File: config.mk
export PLATFORM = sky130hd
export DESIGN_NAME = bin_to_bcd_seq
export DESIGN_NICKNAME = d
export VERILOG_FILES = /design/src/rtl/bin_bcd_pkg.sv /design/src/rtl/bcd_digit_adj.sv /design/src/rtl/bin_to_bcd_seq.sv
export SDC_FILE = /design/constraint.sdc
export NUM_CORES = 1
export LEC_CHECK = 0
export BUFFER_PORTS_ARGS = -buffer_cell sky130_fd_sc_hd__buf_2
export CAP_MARGIN = 40
export CORE_ASPECT_RATIO = 1.2
export CORE_MARGIN = 1.5
export CORE_UTILIZATION = 60
export DETAILED_ROUTE_END_ITERATION = 8
export GPL_ROUTABILITY_DRIVEN = 0
export GPL_TIMING_DRIVEN = 0
export PLACE_DENSITY = 0.78
export SETUP_SLACK_MARGIN = 0.02
export SLEW_MARGIN = 5
export SYNTH_ARGS = -nofsm -noshare
export SYNTH_HDL_FRONTEND = slang
export SYNTH_SLANG_ARGS = --single-unit
File: constraint.sdc
create_clock -name iClk -period 3.6 [get_ports iClk]
set_clock_uncertainty 0.05 [all_clocks]
set_input_delay 0.36 -clock iClk [delete_from_list [all_inputs] [get_ports iClk]]
set_output_delay 0.36 -clock iClk [all_outputs]
set_load 0.02 [all_outputs]
File: src/rtl/bin_bcd_pkg.sv
// Shared types and elaboration-time helpers for the sequential binary-to-BCD converter.
package bin_bcd_pkg;

  typedef enum logic [1:0] {
    IDLE  = 2'd0,
    SHIFT = 2'd1,
    DONE  = 2'd2
  } state_e;

  // Digits needed to hold any IN_W-bit magnitude (3/10 approximates log10(2)).
  function automatic int unsigned int_digits(input int unsigned in_w);
    return (3 * in_w) / 10 + 1;
  endfunction

  // 10^n as a 64-bit constant; saturates where the result would not fit.
  function automatic logic [63:0] pow10(input int unsigned n);
    logic [63:0] p;
    p = 64'd1;
    if (n > 19) begin
      return '1;
    end
    for (int unsigned i = 0; i < n; i++) begin
      p = p * 64'd10;
    end
    return p;
  endfunction

endpackage

File: src/rtl/bcd_digit_adj.sv
// Double-dabble correction cell: one BCD digit gets +3 when it is 5 or more.
module bcd_digit_adj (
  input  logic [3:0] dig_i,
  output logic [3:0] dig_adj_c
);

  assign dig_adj_c = (dig_i >= 4'd5) ? (dig_i + 4'd3) : dig_i;

endmodule

File: src/rtl/bin_to_bcd_seq.sv
// Sequential binary-to-BCD converter (one double-dabble step per clock) with
// valid/ready handshakes, sign handling, leading-zero blanking and overflow flag.
module bin_to_bcd_seq
  import bin_bcd_pkg::*;
#(
  parameter int unsigned IN_W      = 32,
  parameter int unsigned DIGITS    = 2,
  parameter bit          SIGNED_EN = 1'b1
) (
  input  logic                  iClk,
  input  logic                  iRst,
  input  logic                  iValid,
  input  logic [IN_W-1:0]       iBin,
  input  logic                  iSigned,
  output logic                  oReady,
  output logic                  oValid,
  input  logic                  iReady,
  output logic [4*DIGITS-1:0]   oDec,
  output logic [DIGITS-1:0]     oBlank,
  output logic                  oNeg,
  output logic                  oOvf
);

  localparam int unsigned INT_DIGITS = int_digits(IN_W);
  localparam int unsigned BCD_W      = 4 * INT_DIGITS;
  localparam int unsigned DEC_W      = 4 * DIGITS;
  localparam int unsigned PAD_W      = (BCD_W > DEC_W) ? BCD_W : DEC_W;
  localparam int unsigned CNT_W      = $clog2(IN_W + 1);
  localparam bit          THR_EN     = (DIGITS < INT_DIGITS);
  localparam logic [63:0] OVF_THR    = pow10(DIGITS);
  localparam logic [DIGITS-1:0] BLANK_RST = ~DIGITS'(1);

  state_e               state_q, state_d;
  logic [BCD_W-1:0]     bcd_q, bcd_d;
  logic [IN_W-1:0]      bin_q, bin_d;
  logic [CNT_W-1:0]     cnt_q, cnt_d;
  logic                 neg_pend_q, neg_pend_d;
  logic                 thr_q, thr_d;
  logic                 ready_q, ready_d;
  logic                 valid_q, valid_d;
  logic [DEC_W-1:0]     dec_q, dec_d;
  logic [DIGITS-1:0]    blank_q, blank_d;
  logic                 neg_q, neg_d;
  logic                 ovf_q, ovf_d;

  logic [BCD_W-1:0]     adj_c;
  logic                 op_neg_c;
  logic [IN_W-1:0]      op_mag_c;
  logic                 op_ge_c;
  logic                 carry_c;
  logic [BCD_W-1:0]     bcd_sh_c;
  logic [IN_W-1:0]      bin_sh_c;
  logic [PAD_W-1:0]     pad_c;
  logic [DEC_W-1:0]     dec_new_c;
  logic [DIGITS-1:0]    blank_new_c;
  logic                 upper_nz_c;
  logic                 zrun_c;
  logic                 last_c;

  for (genvar g = 0; g < INT_DIGITS; g++) begin : g_adj
    bcd_digit_adj u_adj (
      .dig_i     (bcd_q[4*g +: 4]),
      .dig_adj_c (adj_c[4*g +: 4])
    );
  end

  // Operand magnitude; the most negative value negates to exactly 2^(IN_W-1).
  always_comb begin
    op_neg_c = SIGNED_EN && iSigned && iBin[IN_W-1];
    op_mag_c = op_neg_c ? (~iBin + IN_W'(1)) : iBin;
    op_ge_c  = THR_EN && (64'(op_mag_c) >= OVF_THR);
  end

  // One shift step plus the result view of the post-shift register.
  always_comb begin
    {carry_c, bcd_sh_c, bin_sh_c} = {adj_c, bin_q, 1'b0};
    pad_c      = PAD_W'(bcd_sh_c);
    dec_new_c  = pad_c[DEC_W-1:0];
    upper_nz_c = 1'b0;
    for (int unsigned g = DIGITS; g < INT_DIGITS; g++) begin
      upper_nz_c = upper_nz_c | (|pad_c[4*g +: 4]);
    end
    blank_new_c = '0;
    zrun_c      = 1'b1;
    for (int i = int'(DIGITS) - 1; i >= 1; i--) begin
      zrun_c         = zrun_c & (dec_new_c[4*i +: 4] == 4'd0);
      blank_new_c[i] = zrun_c;
    end
    last_c = (cnt_q == CNT_W'(IN_W - 1));
  end

  always_comb begin
    state_d    = state_q;
    bcd_d      = bcd_q;
    bin_d      = bin_q;
    cnt_d      = cnt_q;
    neg_pend_d = neg_pend_q;
    thr_d      = thr_q;
    dec_d      = dec_q;
    blank_d    = blank_q;
    neg_d      = neg_q;
    ovf_d      = ovf_q;

    unique case (state_q)
      IDLE: begin
        if (iValid) begin
          bin_d      = op_mag_c;
          bcd_d      = '0;
          cnt_d      = '0;
          neg_pend_d = op_neg_c;
          thr_d      = op_ge_c;
          state_d    = SHIFT;
        end
      end
      SHIFT: begin
        bcd_d = bcd_sh_c;
        bin_d = bin_sh_c;
        cnt_d = cnt_q + CNT_W'(1);
        if (last_c) begin
          dec_d   = dec_new_c;
          blank_d = blank_new_c;
          neg_d   = neg_pend_q;
          ovf_d   = thr_q | upper_nz_c | carry_c;
          state_d = DONE;
        end
      end
      DONE: begin
        if (iReady) begin
          state_d = IDLE;
        end
      end
      default: begin
        state_d = IDLE;
      end
    endcase

    ready_d = (state_d == IDLE);
    valid_d = (state_d == DONE);
  end

  // Synchronous reset wins over any handshake in the same cycle.
  always_ff @(posedge iClk) begin
    if (iRst) begin
      state_q    <= IDLE;
      bcd_q      <= '0;
      bin_q      <= '0;
      cnt_q      <= '0;
      neg_pend_q <= 1'b0;
      thr_q      <= 1'b0;
      ready_q    <= 1'b1;
      valid_q    <= 1'b0;
      dec_q      <= '0;
      blank_q    <= BLANK_RST;
      neg_q      <= 1'b0;
      ovf_q      <= 1'b0;
    end else begin
      state_q    <= state_d;
      bcd_q      <= bcd_d;
      bin_q      <= bin_d;
      cnt_q      <= cnt_d;
      neg_pend_q <= neg_pend_d;
      thr_q      <= thr_d;
      ready_q    <= ready_d;
      valid_q    <= valid_d;
      dec_q      <= dec_d;
      blank_q    <= blank_d;
      neg_q      <= neg_d;
      ovf_q      <= ovf_d;
    end
  end

  assign oReady = ready_q;
  assign oValid = valid_q;
  assign oDec   = dec_q;
  assign oBlank = blank_q;
  assign oNeg   = neg_q;
  assign oOvf   = ovf_q;

endmodule

==> metrics <==
status=completed; Post-synth EDFFs=0; Final setup viols=0; WL final=14.86 mm; final worst-path setup slack=0.8422 ns; setup TNS=0 ns; top post-synthesis cells by area=dfxtp_1 (34%), nor2_1 (6.6%), a22oi_1 (4.9%); Post-Syn Instances=699; Synth area leader=dfxtp_1; number of top-level pins=51; starting DRC count in detailed routing=443; #FFs+latches synth=95; vias per cell=6.331; Slew @ Worst Pin=0.6396 ns; fraction of layout cells with a size suffix above 1=0.1170; RR Endpoint=oDec[7]; Async SR Flop Fraction=0; H-Tree Depth=3; clk sinks=95; reg2reg path depth=7; R2R Path Start=cnt_q[0]; Leak Pwr=0.002250 uW; YS warnings=0; R2R Setup Slk=1.24 ns; Routed WL per cell=17.04 microns; max-slew violations=0; Req. time, crit path=3.78 ns; worst vdd ir=230.9 uV; HP Start=iRst; Fmax=362.6 MHz; fin crit period=2.758 ns; Post-layout nets=807; slowest CP cell=or3_1; DP Wirelength=11.15 mm; Final Cycle Share=0.7661; first-pass GRT wire length=23.89 mm; Primary FF master, synth=dfxtp_1; Startpoint Class=input port; total CTS buffers=9; area share of the leading cell type in the synthesized netlist=0.3358; WHS Path Cells=2; area grow syn2layout=9.876%; Die Y=109.4 microns; Worst Hold Path EP=bin_q[2]; Reg clk slew, reported paths=0.09 ns; Max-slew headroom=0.5736; worst skew pair latency=0.37 ns; CP max stage delay=0.44 ns; Post CTS Setup Buffer Count=0; total gr overflow=0; sequential area share after synthesis=0.3358; final hold violation count=0; CTS Root Buffer Type=clkbuf_8; crit path DAT=2.94 ns; pin count of the biggest net entering global routing=16; first-pass detailed-route iteration total=5; CTS-repair resized insts=0; Worst path top cell family by delay=simple AND/OR/NAND/NOR gates; IO buf count=38; Post-Syn Area=5663 sq um; Die Width=91.69 microns; Post-Syn Nets=758; Hold Crit Class=input port to flip-flop; critical path fanouts, max=7; pwr dens=351.0 nW/um^2; global-route usage over all layers=0.2993; Routed Antenna Nets=0; Post-route DRC=0; vias post-DR=5521; vias in the first global route=5234; count leader, synth=nor2_1; kind of critical path=input port to flip-flop; Syn Area/Cell=8.101 sq um; fin util=0.6816; ant diodes=0; Setup WS pre-CTS=0.4953 ns; CP cell instances=buf_2, inv_1, ha_1, nor3b_2, nand2_1, or3_1, o31ai_1, a32oi_1, nor4_1, a31oi_1; RSZ-0062 raised after global routing=no; initial antenna violation count=0; CTS Buffer Depth=2; Yosys cell types=61; Worst setup EP type=flip-flop; hold slack=0.1590 ns; max-cap viol count=0; core area=9129 sq um; CTS tree=yes; most frequent cells after synthesis=nor2_1 (100), dfxtp_1 (95), a21oi_1 (50); CP bufs+invs=2; die area=10030 sq um; Initial Util=0.6203; CTS Hold Bufs=0; Rows=38
## flip-flops by register name, indices dropped and copies added, names as in the netlist
signal,cells
cnt_q,6
oOvf,1
neg_pend_q,1
oDec,8
oBlank,1
oNeg,1
thr_q,1
bcd_q,40
oReady,1
oValid,1
bin_q,32
state_q,2
## cell type report
type / count / area (sq um)
Fill cell: 784 / 2907
Clock inverter: 5 / 81.33
Sequential cell: 95 / 1902
Clock buffer: 10 / 137.6
Inverter: 22 / 82.58
Multi-Input combinational cell: 533 / 3411
Tap cell: 120 / 150.1
Timing Repair Buffer: 38 / 190.2
Buffer: 49 / 267.8
## how the worst max path moves through the flow
stage	slack, ns	endpoint	cells past startpoint	start
finish	0.84	thr_q	10	iBin[1]
global route	0.74	thr_q	10	iBin[1]
CTS	0.88	thr_q	10	iBin[1]
detailed placement	0.50	thr_q	10	iBin[1]
global placement	0.57	thr_q	10	iBin[1]
floorplan	1.12	thr_q	8	iBin[2]
## through the flow
stage | power, uW | std cells | cell area, sq um
after floorplan | 1326 | 699 | 5663
after global placement | 1412 | 857 | 6003
after detailed placement | 1421 | 857 | 6003
after CTS | 2181 | 872 | 6222
after global routing | 2262 | 872 | 6222
final | 2184 | 872 | 6222
## routing by layer
metal | global-route usage | part of all wire
met5 | 0 | 0
met4 | 0.1853 | 0.046
met3 | 0.04841 | 0.045
met2 | 0.5432 | 0.51
met1 | 0.3272 | 0.40
## cells in the final DEF, fill, tap and decap left out, types with 6 or more instances in the layout
cell,n
nor2b_1,6
inv_1,22
a22oi_1,37
nand3_1,19
nor2_1,100
nor4_1,10
buf_2,40
xor2_1,11
nand2b_1,16
nand4_1,7
o21ai_0,36
clkbuf_8,10
nand2_1,48
nor3b_1,7
o31ai_1,6
dfxtp_1,95
ha_1,22
mux2i_1,9
nor3_1,24
clkbuf_1,32
a21oi_1,50
xnor2_1,29
a31oi_1,6
a222oi_1,24
## kinds of logic (layout without fill, tap and decap cells)
logic type / count (synthesis) / in the layout / share of synthesized area
buffers and inverters: 71 / 124 / 0.06187
flip-flops: 95 / 95 / 0.3358
XOR/XNOR: 40 / 40 / 0.06186
adder cells (fa/ha/maj): 22 / 22 / 0.04861
AND/OR/NAND/NOR: 270 / 270 / 0.2453
other: 1 / 1 / 0.0006622
multiplexers: 11 / 11 / 0.01989
AO/OA/AOI/OAI: 189 / 189 / 0.2260
## power by group
group	switching, uW	internal [uW]	total [uW]
Sequential	18.5	1080	1100
Clock	375	408	783
Combinational	190	112	302
Power figures use the tool's default switching activity.
